**src/rtl/alu_arbiter_if.sv**
```systemverilog
`default_nettype none
// ============================================================================
// Module   : alu_arbiter_if
// Purpose  : Bus bundle between two requesters, the arbiter and a shared ALU.
//            The slave modport is the arbiter's view. The master modport is
//            the environment's view: both requesters plus the ALU.
// Revision : 1.0 - initial release
// ============================================================================
interface alu_arbiter_if #(
  parameter int DATA_W = 32
);
  // Requester 0 request channel
  logic              req0_valid;
  logic              req0_ready;
  logic [DATA_W-1:0] req0_src_a;
  logic [DATA_W-1:0] req0_src_b;
  logic [3:0]        req0_op;
  // Requester 1 request channel
  logic              req1_valid;
  logic              req1_ready;
  logic [DATA_W-1:0] req1_src_a;
  logic [DATA_W-1:0] req1_src_b;
  logic [3:0]        req1_op;
  // Response channel (payload shared by both responders)
  logic              resp0_valid;
  logic              resp0_ready;
  logic              resp1_valid;
  logic              resp1_ready;
  logic [DATA_W-1:0] resp_result;
  logic              resp_zero;
  logic              resp_err;
  // Shared ALU connection
  logic [DATA_W-1:0] alu_src_a;
  logic [DATA_W-1:0] alu_src_b;
  logic [3:0]        alu_control;
  logic [DATA_W-1:0] alu_result;
  logic              alu_zero;

  modport slave (
    input  req0_valid, req0_src_a, req0_src_b, req0_op,
    input  req1_valid, req1_src_a, req1_src_b, req1_op,
    output req0_ready, req1_ready,
    output resp0_valid, resp1_valid, resp_result, resp_zero, resp_err,
    input  resp0_ready, resp1_ready,
    output alu_src_a, alu_src_b, alu_control,
    input  alu_result, alu_zero
  );

  modport master (
    output req0_valid, req0_src_a, req0_src_b, req0_op,
    output req1_valid, req1_src_a, req1_src_b, req1_op,
    input  req0_ready, req1_ready,
    input  resp0_valid, resp1_valid, resp_result, resp_zero, resp_err,
    output resp0_ready, resp1_ready,
    input  alu_src_a, alu_src_b, alu_control,
    output alu_result, alu_zero
  );
endinterface
`default_nettype wire

```
**src/rtl/alu_arbiter.sv**
```systemverilog
`default_nettype none
// ============================================================================
// Module   : alu_arbiter
// Purpose  : Round-robin arbiter sharing one combinational ALU between two
//            requesters. One operation in flight: IDLE -> EXEC -> RESP.
// Revision : 1.0 - initial release
// ============================================================================
module alu_arbiter #(
  parameter int         DATA_W = 32,
  parameter logic [3:0] MAX_OP = 4'b1000
) (
  input  wire logic     clk,
  input  wire logic     rst_n,
  alu_arbiter_if.slave  bus
);

  typedef enum logic [1:0] {
    S_IDLE = 2'd0,
    S_EXEC = 2'd1,
    S_RESP = 2'd2
  } state_t;

  state_t            state_q, state_d;
  logic              prio_q,  prio_d;   // requester favoured on contention
  logic              gnt_q,   gnt_d;    // requester currently being served
  logic [DATA_W-1:0] a_q,     a_d;
  logic [DATA_W-1:0] b_q,     b_d;
  logic [3:0]        op_q,    op_d;
  logic [DATA_W-1:0] res_q,   res_d;
  logic              zero_q,  zero_d;
  logic              err_q,   err_d;

  logic              gsel;
  logic              rdy0, rdy1, rv0, rv1;

  // State and datapath registers; reset discards any in-flight operation.
  always_ff @(posedge clk or negedge rst_n) begin
    if (!rst_n) begin
      state_q <= S_IDLE;
      prio_q  <= 1'b0;
      gnt_q   <= 1'b0;
      a_q     <= '0;
      b_q     <= '0;
      op_q    <= '0;
      res_q   <= '0;
      zero_q  <= 1'b0;
      err_q   <= 1'b0;
    end else begin
      state_q <= state_d;
      prio_q  <= prio_d;
      gnt_q   <= gnt_d;
      a_q     <= a_d;
      b_q     <= b_d;
      op_q    <= op_d;
      res_q   <= res_d;
      zero_q  <= zero_d;
      err_q   <= err_d;
    end
  end

  // Next-state, grant selection, result capture and handshake outputs.
  always_comb begin
    state_d = state_q;
    prio_d  = prio_q;
    gnt_d   = gnt_q;
    a_d     = a_q;
    b_d     = b_q;
    op_d    = op_q;
    res_d   = res_q;
    zero_d  = zero_q;
    err_d   = err_q;
    gsel    = 1'b0;
    rdy0    = 1'b0;
    rdy1    = 1'b0;
    rv0     = 1'b0;
    rv1     = 1'b0;

    case (state_q)
      S_IDLE: begin
        // Contention resolved by prio_q, otherwise the lone valid requester.
        if (bus.req0_valid && bus.req1_valid) gsel = prio_q;
        else                                  gsel = bus.req1_valid;
        if (bus.req0_valid || bus.req1_valid) begin
          rdy0    = ~gsel;
          rdy1    = gsel;
          gnt_d   = gsel;
          a_d     = gsel ? bus.req1_src_a : bus.req0_src_a;
          b_d     = gsel ? bus.req1_src_b : bus.req0_src_b;
          op_d    = gsel ? bus.req1_op    : bus.req0_op;
          state_d = S_EXEC;
        end
      end
      S_EXEC: begin
        // Illegal codes complete normally with a forced zero result.
        if (op_q > MAX_OP) begin
          res_d  = '0;
          zero_d = 1'b1;
          err_d  = 1'b1;
        end else begin
          res_d  = bus.alu_result;
          zero_d = bus.alu_zero;
          err_d  = 1'b0;
        end
        state_d = S_RESP;
      end
      S_RESP: begin
        rv0 = ~gnt_q;
        rv1 = gnt_q;
        if (gnt_q ? bus.resp1_ready : bus.resp0_ready) begin
          prio_d  = ~gnt_q;
          state_d = S_IDLE;
        end
      end
      default: state_d = S_IDLE;
    endcase
  end

  assign bus.req0_ready  = rdy0;
  assign bus.req1_ready  = rdy1;
  assign bus.resp0_valid = rv0;
  assign bus.resp1_valid = rv1;
  assign bus.resp_result = res_q;
  assign bus.resp_zero   = zero_q;
  assign bus.resp_err    = err_q;
  // ALU inputs come only from registers so they never follow request inputs.
  assign bus.alu_src_a   = a_q;
  assign bus.alu_src_b   = b_q;
  assign bus.alu_control = op_q;

endmodule
`default_nettype wire
```
**src/flat_wrapper.sv**
```systemverilog
// flat-port wrapper written by rule: the top's interface ports become plain ports
module alu_arbiter_flat 
#(
  parameter int         DATA_W = 32,
  parameter logic [3:0] MAX_OP = 4'b1000
)
  (clk, rst_n, bus_req0_valid, bus_req0_src_a, bus_req0_src_b, bus_req0_op, bus_req1_valid, bus_req1_src_a, bus_req1_src_b, bus_req1_op, bus_req0_ready, bus_req1_ready, bus_resp0_valid, bus_resp1_valid, bus_resp_result, bus_resp_zero, bus_resp_err, bus_resp0_ready, bus_resp1_ready, bus_alu_src_a, bus_alu_src_b, bus_alu_control, bus_alu_result, bus_alu_zero);
  alu_arbiter_if #(.DATA_W(DATA_W)) bus_i ();
  input  wire logic clk;
  input  wire logic rst_n;
  input wire logic [$bits(bus_i.req0_valid)-1:0] bus_req0_valid;
  input wire logic [$bits(bus_i.req0_src_a)-1:0] bus_req0_src_a;
  input wire logic [$bits(bus_i.req0_src_b)-1:0] bus_req0_src_b;
  input wire logic [$bits(bus_i.req0_op)-1:0] bus_req0_op;
  input wire logic [$bits(bus_i.req1_valid)-1:0] bus_req1_valid;
  input wire logic [$bits(bus_i.req1_src_a)-1:0] bus_req1_src_a;
  input wire logic [$bits(bus_i.req1_src_b)-1:0] bus_req1_src_b;
  input wire logic [$bits(bus_i.req1_op)-1:0] bus_req1_op;
  output wire logic [$bits(bus_i.req0_ready)-1:0] bus_req0_ready;
  output wire logic [$bits(bus_i.req1_ready)-1:0] bus_req1_ready;
  output wire logic [$bits(bus_i.resp0_valid)-1:0] bus_resp0_valid;
  output wire logic [$bits(bus_i.resp1_valid)-1:0] bus_resp1_valid;
  output wire logic [$bits(bus_i.resp_result)-1:0] bus_resp_result;
  output wire logic [$bits(bus_i.resp_zero)-1:0] bus_resp_zero;
  output wire logic [$bits(bus_i.resp_err)-1:0] bus_resp_err;
  input wire logic [$bits(bus_i.resp0_ready)-1:0] bus_resp0_ready;
  input wire logic [$bits(bus_i.resp1_ready)-1:0] bus_resp1_ready;
  output wire logic [$bits(bus_i.alu_src_a)-1:0] bus_alu_src_a;
  output wire logic [$bits(bus_i.alu_src_b)-1:0] bus_alu_src_b;
  output wire logic [$bits(bus_i.alu_control)-1:0] bus_alu_control;
  input wire logic [$bits(bus_i.alu_result)-1:0] bus_alu_result;
  input wire logic [$bits(bus_i.alu_zero)-1:0] bus_alu_zero;
  assign bus_i.req0_valid = bus_req0_valid;
  assign bus_i.req0_src_a = bus_req0_src_a;
  assign bus_i.req0_src_b = bus_req0_src_b;
  assign bus_i.req0_op = bus_req0_op;
  assign bus_i.req1_valid = bus_req1_valid;
  assign bus_i.req1_src_a = bus_req1_src_a;
  assign bus_i.req1_src_b = bus_req1_src_b;
  assign bus_i.req1_op = bus_req1_op;
  assign bus_req0_ready = bus_i.req0_ready;
  assign bus_req1_ready = bus_i.req1_ready;
  assign bus_resp0_valid = bus_i.resp0_valid;
  assign bus_resp1_valid = bus_i.resp1_valid;
  assign bus_resp_result = bus_i.resp_result;
  assign bus_resp_zero = bus_i.resp_zero;
  assign bus_resp_err = bus_i.resp_err;
  assign bus_i.resp0_ready = bus_resp0_ready;
  assign bus_i.resp1_ready = bus_resp1_ready;
  assign bus_alu_src_a = bus_i.alu_src_a;
  assign bus_alu_src_b = bus_i.alu_src_b;
  assign bus_alu_control = bus_i.alu_control;
  assign bus_i.alu_result = bus_alu_result;
  assign bus_i.alu_zero = bus_alu_zero;
  alu_arbiter #(.DATA_W(DATA_W), .MAX_OP(MAX_OP)) u_core (.clk(clk), .rst_n(rst_n), .bus(bus_i));
endmodule
```
**config.mk**
```make
export PLATFORM = sky130hd
export DESIGN_NAME = alu_arbiter_flat
export DESIGN_NICKNAME = d
export VERILOG_FILES = /design/src/rtl/alu_arbiter_if.sv /design/src/rtl/alu_arbiter.sv /design/src/flat_wrapper.sv
export SDC_FILE = /design/constraint.sdc
export NUM_CORES = 1
export LEC_CHECK = 0
export CORE_MARGIN = 4
export CORE_UTILIZATION = 38
export CTS_CLUSTER_SIZE = 40
export DETAILED_ROUTE_END_ITERATION = 12
export GPL_TIMING_DRIVEN = 0
export PLACE_DENSITY_LB_ADDON = 0.25
export SETUP_SLACK_MARGIN = 0.5
export SKIP_LAST_GASP = 1
export SLEW_MARGIN = 20
export SYNTH_ARGS = -nofsm -noshare
export SYNTH_HDL_FRONTEND = slang
export SYNTH_SLANG_ARGS = --single-unit
```
**constraint.sdc**
```tcl
create_clock -name clk -period 1.5 [get_ports clk]
set_input_delay 0.3 -clock clk [delete_from_list [all_inputs] [get_ports clk]]
set_output_delay 0.3 -clock clk [all_outputs]
set_load 0.005 [all_outputs]
```
==> After elaboration in Yosys (flattened, before gate mapping) <==
Cells that the tools add are included.
Widths: inputs -> output; s select.
{ "totals": {"out_inout_bits": 106, "word_cells": 40, "in_bits": 175, "register_bits": 106} }
{ "op_classes": {"bitwise_logic": 2, "mux": 18, "n_eq_ne": 4, "n_reduce_logical": 6, "n_lt_le_gt_ge": 1} }
{ "op_table": {"columns": ["operator", "count"], "rows": [
  ["$mux 32", 3],
  ["$mux 1", 11],
  ["$pmux 2 s3", 1],
  ["$reduce_and 2->1", 3],
  ["$gt 4x4->1 const B", 1],
  ["$mux 2", 2],
  ["$mux 4", 1],
  ["$ne 2x1->1 const B", 2],
  ["$eq 2x1->1 const B", 1],
  ["$eq 2x2->1 const B", 1],
  ["$logic_not 2->1", 1],
  ["$not 1->1", 2],
  ["$logic_and 1x1->1", 1],
  ["$logic_or 1x1->1", 1]
]} }

==> Longest topological paths before layout <==
Gate-level depths: netlist of run 1.
{ "depth": {"word_depth": 6, "ltp_mapped": 8, "mapped_depth_nobuf": 4} }

==> Worst setup path after synthesis of run 1 <==
No wires, ideal clock.
{ "synth_timing": {"path_type": "input to register", "startpoint": "input bus_req1_valid", "endpoint": "register u_core.a_q[19], in the netlist u_core.bus.alu_src_a[19]", "path_slack_ps": 102, "path_stages": 7, "setup_ps": 132, "arrival_time_ps": 1266, "path_cell_list": "buf_6 > or2_1 > buf_6 > buf_2 > buf_6 > a21oi_1 > a31oi_2"} }
{ "synth_between": {"elab_chain_cells": 4} }
{ "synth_lines": {"columns": ["element", "line", "rtl"], "rows": [
  ["start: declaration", "flat_wrapper.sv:15", "input wire logic [$bits(bus_i.req1_valid)-1:0] bus_req1_valid;"],
  ["$logic_and 1x1->1", "alu_arbiter.sv:81", "if (bus.req0_valid && bus.req1_valid) gsel = prio_q;"],
  ["$mux 1", "alu_arbiter.sv:81", null],
  ["$mux 1", "alu_arbiter.sv:78", "case (state_q)"],
  ["$mux 32", "alu_arbiter.sv:87", "a_d = gsel ? bus.req1_src_a : bus.req0_src_a;"],
  ["end signal: assignment", "alu_arbiter.sv:42", "a_q <= '0;"],
  ["end signal: assignment", "alu_arbiter.sv:52", "a_q <= a_d;"],
  ["end: declaration", "alu_arbiter.sv:26", "logic [DATA_W-1:0] a_q, a_d;"]
]} }
Parallel ways exist; a longest one is shown, timed or not. The select of a mux whose other input is x is not followed.
A chain may end at the register's enable or synchronous reset.

==> Final worst setup path of run 1 <==
{ "layout_timing": {"startpoint": "register u_core.prio_q", "endpoint": "output bus_req0_ready"} }
{ "layout_between": {"elab_chain_cells": 5} }
{ "layout_lines": {"columns": ["element", "line", "rtl"], "rows": [
  ["start: declaration", "alu_arbiter.sv:24", "logic prio_q, prio_d;"],
  ["start signal: assignment", "alu_arbiter.sv:50", "prio_q <= prio_d;"],
  ["$mux 1", "alu_arbiter.sv:81", null],
  ["$mux 1", "alu_arbiter.sv:78", null],
  ["$not 1->1", "alu_arbiter.sv:84", "rdy0 = ~gsel;"],
  ["$mux 1", "alu_arbiter.sv:83", "if (bus.req0_valid || bus.req1_valid) begin"],
  ["$mux 1", "alu_arbiter.sv:78", null],
  ["end: declaration", "flat_wrapper.sv:19", "output wire logic [$bits(bus_i.req0_ready)-1:0] bus_req0_ready;"]
]} }
Every way passes these cells. The select of a mux whose other input is x is not followed.

==> results of run 1 <==
where the power goes:
part           total [uW]  internal [uW]  switching, uW
combinational        9430           5290           4150
clock                2440           1310           1130
sequential           4940           4170            776
total               16800          10800           6050
cell usage in the layout (no fill, tap or decap), drive strengths merged, types with 2 or more instances in the layout:
cell type	n
buf	237
clkdlybuf4s50	171
dfrtp	106
o21ai	72
a21oi	70
a31oi	69
nand3	68
clkbuf	51
a22o	32
inv	7
nor2	4
nand2b	3
nand2	3
clkinv	3
clkinvlp	2
or2	2
metrics by stage:
step | setup slack (ns) | hold WS (ns) | power (uW)
final | -0.208 | -0.135 | 16800
after global placement | -3.86 | 0.475 | 12300
after global routing | -0.279 | -0.108 | 17800
after floorplan | 0.188 | 0.00441 | 8390
after CTS | -0.216 | -0.126 | 15900
after detailed placement | -0.699 | 0.259 | 12600
cell type report:
class / count / area, um^2 / area share [%]
Tap cell: 172 / 215 / 2.33
Inverter: 6 / 27.5 / 0.298
Multi-Input combinational cell: 329 / 2160 / 23.3
Buffer: 60 / 611 / 6.60
Timing Repair Buffer: 391 / 3280 / 35.4
Clock inverter: 7 / 78.8 / 0.852
Clock buffer: 9 / 225 / 2.43
Sequential cell: 106 / 2660 / 28.7
sequential cells by signal, indices dropped and copies added (netlist names):
name,flops
u_core.bus.alu_src_a,32
u_core.bus.alu_src_b,32
u_core.bus.resp_result,32
u_core.bus.alu_control,4
u_core.state_q,2
u_core.bus.resp_err,1
u_core.bus.resp_zero,1
u_core.gnt_q,1
u_core.prio_q,1
worst reg2reg max path, delay by kind of cell (launching register included):
kind,cells,cell delay [ns]
buffers and inverters,3,0.50
flip-flops,1,0.41
AO/OA/AOI/OAI,2,0.31
AND/OR/NAND/NOR,1,0.30
worst max path at each step:
| stage | startpoint | endpoint | slack (ns) |
|---|---|---|---|
| after floorplan | bus_req1_valid | u_core.bus.alu_src_a[19] | 0.19 |
| after CTS | u_core.prio_q | bus_req0_ready | -0.22 |
| final | u_core.prio_q | bus_req0_ready | -0.21 |
| after global routing | u_core.prio_q | bus_req0_ready | -0.28 |
| after detailed placement | bus_req0_valid | bus_req0_ready | -0.70 |
| after global placement | rst_n | u_core.bus.alu_src_b[20] | -3.86 |
repair_timing:
action / in CTS / in global routing
endpoints found under the setup margin: 212 / 212
pin swaps: 29 / 7
hold endpoints to repair: 44 / 44
gates cloned: 6 / 0
buffers inserted: 75 / 30
gates resized for setup: 539 / 30
per-layer routing:
| metal | up-vias | global-route usage [%] | routed length (um) |
|---|---|---|---|
| li1 | 2688 | - | - |
| met1 | 2857 | 33.2 | 7940 |
| met2 | 306 | 46.5 | 10700 |
| met3 | 52 | 8.17 | 1770 |
| met4 | 0 | 8.96 | 716 |
| met5 | - | 0 | 0 |
cells by family after synthesis:
family                 after synthesis  synth area share, %
DFF                                106                 54.2
buffers and inverters               66                 6.31
and+or+nand+nor                     83                 8.74
AOI/OAI and AO/OA                  246                 30.8
==> metrics, run 1 <==
max incr delay on CP 0.41 ns; all-layer global routing usage 27.3%; Max Root-Sink Buffers 2; largest net degree at the start of global routing 63; Clock Skew 0.00665 ns; FF-to-FF Start u_core.prio_q; area growth from synthesis to layout 88.8%; Setup TNS -1.84 ns; vias 5903; RSZ-0062 raised after global routing yes; drc violations 0; Std-Cell Rows 41; Crit path arrival time 1.41 ns; critical-path maximum fanout 3; clk_lat worst skew 0.35 ns; CP max stage cell dfrtp_1; GPL Wtd Cong 0.822; post-synthesis instance total 501; Leak 0.00407 uW; CP Launch Type flop; R2R depth 6; DR iter-0 viols 401; final hold vios 44; antenna cells 0; share of the synthesized area in the top cell type 54.2%; Syn Std Cell Area 4900 um^2; post-route ant nets 0; Wirelength per Cell 19.6 um; Critical Path Stages 5; post-synthesis register bit count 106; Peak supply drop 0.000882 V; CTS root buffer clkbuf_16; Post-DP HPWL 14500 um; fraction of layout cells with a size suffix above 1 38.3%; cell family with most CP delay flip-flops; Hold/Removal Path Class primary input to asynchronous set/reset pin; max_cap viols 0; global-route wire length before repair 31600 um; worst path cell trace nand2b_4, buf_8, clkbuf_16, a21oi_2, buf_2; DRT Pass-1 Iters 5; layout filler cell count 943; outcome finished, violations left; Mapped Nets 676; DIE WIDTH 122 um; Routed WL 21200 um; reg2reg setup slack -0.10 ns; max frequency 585 MHz; Pins Over Slew Limit 0; antenna violations before repair 0; final period utilization 114%; Final min period 1.71 ns; H-tree depth 3; detailed-route vias per instance 5.47; Critical Path RT 1.20 ns; Yosys warning count 0; worst path bufs/invs 3; final core occ 73.3%; Layout Cells excl Fill 1080; power per cell area 1820 nW/um^2; number of port buffers 279; Main synth FF type dfrtp_1; most numerous cell in the Yosys netlist dfrtp_1; synth cell count leaders dfrtp_1 (106), a21oi_1 (70), nand3_1 (68); CTS clock-pin slew for the worst setup and hold paths 0.07 ns; Die Y 122 um; critical path type flop to primary output; Avg Cell Area, Syn 9.78 um^2; Post-synth EDFFs 0; final hold slack -0.135 ns; Sink Count 106; total I/O pin count 281; reg2reg end u_core.bus.alu_src_b[27]; post-synth top area cell dfrtp_1; Post-Place Cell Area 8160 um^2; Critical Path End Type primary output; final setup violation count 40; Synth async-reset ratio 100%; post-synthesis sequential area ratio 54.2%; Slew @ Worst Pin 0.767 ns; setup ws final -0.208 ns; die area 14800 um^2; initial core utilization 38.8%; total gr overflow 0; failing checks hold timing, setup timing; synth top area cells dfrtp_1 (54%), a31oi_1 (7.5%), a21oi_1 (7.2%), nand3_1 (6.9%), o21ai_0 (6.8%); CTS tree built; core area 12600 um^2; number of global-route vias before repair 5971; final net count 1078; placed cells 953; Num CTS Buffers 9; Finished Cell Area 9250 um^2; Synth cell types 28; slew margin rel. 48.9%
(Power assumes the default switching activity.)
==> run 2: changes to the inputs <==
--- a/config.mk
+++ b/config.mk
@@ -6,7 +6,9 @@
 export NUM_CORES = 1
 export LEC_CHECK = 0
 export CORE_MARGIN = 4
-export CORE_UTILIZATION = 38
+export CORE_UTILIZATION = 39
+export CTS_BUF_LIST = sky130_fd_sc_hd__clkbuf_4 sky130_fd_sc_hd__clkbuf_8
+export CTS_CLUSTER_DIAMETER = 80
 export CTS_CLUSTER_SIZE = 40
 export DETAILED_ROUTE_END_ITERATION = 12
 export GPL_TIMING_DRIVEN = 0
==> metrics, run 2 (synthesis gave the netlist of run 1 again) <==
die area 14400 um^2 (was 14800 um^2); Slew @ Worst Pin 0.714 ns (was 0.767 ns); detailed-route vias per instance 5.56 (was 5.47); Wirelength per Cell 20.1 um (was 19.6 um); final net count 1085 (was 1078); Final min period 1.77 ns (was 1.71 ns); post-route ant nets 0 (unchanged); most common cell after layout, fill and taps aside clkdlybuf4s50_1 (unchanged); largest net degree at the start of global routing 63 (unchanged); Placement Setup Slack -0.716 ns (was -0.699 ns); Routed WL 21800 um (was 21200 um); number of port buffers 279 (unchanged); max_cap viols 0 (unchanged); Setup TNS -5.02 ns (was -1.84 ns); Critical Path RT 1.20 ns (about the same); initial core utilization 40.3% (was 38.8%); DR iter-0 viols 453 (was 401); DRT Pass-1 Iters 5 (unchanged); failing checks hold timing, setup timing (unchanged); Sink Count 106 (unchanged); critical path type flop to primary output (unchanged); Clock Skew 0.0140 ns (was 0.00665 ns); Post-Place Cell Area 8160 um^2 (about the same); global-route wire length before repair 31800 um (was 31600 um); Finished Cell Area 9410 um^2 (was 9250 um^2); final hold slack -0.169 ns (was -0.135 ns); antenna cells 0 (unchanged); RSZ-0062 raised after global routing yes (unchanged); fraction of layout cells with a size suffix above 1 39.4% (was 38.3%); number of global-route vias before repair 6100 (was 5971); final hold vios 44 (unchanged); total I/O pin count 281 (unchanged); Max Root-Sink Buffers 2 (unchanged); Critical Path End Type primary output (unchanged); DIE WIDTH 120 um (was 122 um); Std-Cell Rows 40 (was 41); CTS tree built (unchanged); worst path cell trace nand2b_4, buf_8, clkbuf_16, a21oi_4, buf_2 (was nand2b_4, buf_8, clkbuf_16, a21oi_2, buf_2); final setup violation count 72 (was 40); Power Total 16800 uW (about the same); Crit path arrival time 1.47 ns (was 1.41 ns); slew margin rel. 52.4% (was 48.9%); worst path bufs/invs 3 (unchanged); setup ws final -0.266 ns (was -0.208 ns); Peak supply drop 0.000880 V (was 0.000882 V); final period utilization 118% (was 114%); CTS clock-pin slew for the worst setup and hold paths 0.09 ns (was 0.07 ns); H-tree depth 3 (unchanged); final core occ 77.4% (was 73.3%); Hold/Removal Path Class primary input to asynchronous set/reset pin (unchanged); CP max stage cell dfrtp_1 (unchanged); area growth from synthesis to layout 92.1% (was 88.8%); Die Y 120 um (was 122 um); max incr delay on CP 0.42 ns (was 0.41 ns); Num CTS Buffers 9 (unchanged); cell family with most CP delay flip-flops (unchanged); CTS root buffer clkbuf_8 (was clkbuf_16); power per cell area 1790 nW/um^2 (was 1820 nW/um^2); commonest non-fill, non-tap cells in the layout clkdlybuf4s50_1 (171), dfrtp_1 (104), buf_2 (100) (unchanged); drc violations 0 (unchanged); vias 6014 (was 5903); total gr overflow 0 (unchanged); max frequency 566 MHz (was 585 MHz); Post-DP HPWL 14600 um (was 14500 um); critical-path maximum fanout 3 (unchanged); Leak 0.00414 uW (was 0.00407 uW); antenna violations before repair 0 (unchanged); all-layer global routing usage 28.0% (was 27.3%); core area 12200 um^2 (was 12600 um^2); CP Launch Type flop (unchanged); GPL Wtd Cong 0.846 (was 0.822); outcome finished, violations left (unchanged); clk_lat worst skew 0.40 ns (was 0.35 ns); Pins Over Slew Limit 0 (unchanged)
## run 2: changes by cell type in the layout (fill, tap and decap cells not counted), moves of 2 or more
cell and change:
o21ai_0 -31, o21ai_1 +28, buf_6 +15, buf_4 -11
buf_8 +6, clkbuf_8 +6, clkbuf_16 -3, clkbuf_4 -3
o21ai_2 +3, buf_12 -2, clkinv_4 -2
## run 2: routing by layer
metal | track usage, % | routed length (um) | part of all wire [%]
met5 | 0 | 0 | 0
met4 | 7.80 | 641 | 2.9
met3 | 9.47 | 2100 | 9.7
met2 | 49.9 | 11200 | 52
met1 | 32.0 | 7790 | 36
## run 2: timing repair
item,4_1_cts,5_1_grt
buffers inserted,64,39
hold endpoints to repair,44,44
pin swaps,22,85
gates cloned,9,6
setup endpoints to repair,212,212
resized for setup,546,99
## run 2: worst paths after layout
path	startpoint	endpoint	slack (ns)	cells after the start
worst max-delay path	u_core.prio_q	bus_req0_ready	-0.27	5
worst min-delay path	rst_n	u_core.bus.alu_src_a[27]	-0.17	1
worst max register to register	u_core.prio_q	u_core.bus.alu_src_a[18]	-0.14	7
worst min register to register	u_core.bus.resp_result[26]	u_core.bus.resp_result[26]	0.52	1
max in group asynchronous	rst_n	u_core.state_q[1]	1.00	2
min in group clk	bus_req1_src_b[22]	u_core.bus.alu_src_b[22]	0.47	3
## run 2: cell type report
cell class	instances	area, um^2
Timing Repair Buffer	398	3460
Clock buffer	10	131
Inverter	6	30.0
Multi-Input combinational cell	329	2200
Buffer	60	648
Clock inverter	5	80.1
Fill cell	815	2750
Tap cell	168	210
Sequential cell	106	2660
## run 2: where the power goes
| group | leakage (uW) | internal [uW] | switching [uW] | total [uW] |
|---|---|---|---|---|
| combinational | 0.00279 | 5590 | 4350 | 9940 |
| sequential | 0.00125 | 4160 | 775 | 4940 |
| clock | 0.000102 | 948 | 1020 | 1960 |
## run 2: worst reg2reg max path: stages, from the launching register on
cell and delay, ns:
dfrtp_1 0.42, buf_4 0.15, buf_6 0.12, and2b_4 0.32
buf_8 0.16, clkbuf_16 0.15, o21ai_1 0.06, a31oi_1 0.20
## run 2: stage by stage
| stage | instances | hold slack (ns) |
|---|---|---|
| floorplan | 501 | 0.00441 |
| global placement | 948 | 0.473 |
| detailed placement | 949 | 0.257 |
| CTS | 1037 | -0.167 |
| global route | 1082 | -0.157 |
| finish | 1082 | -0.169 |
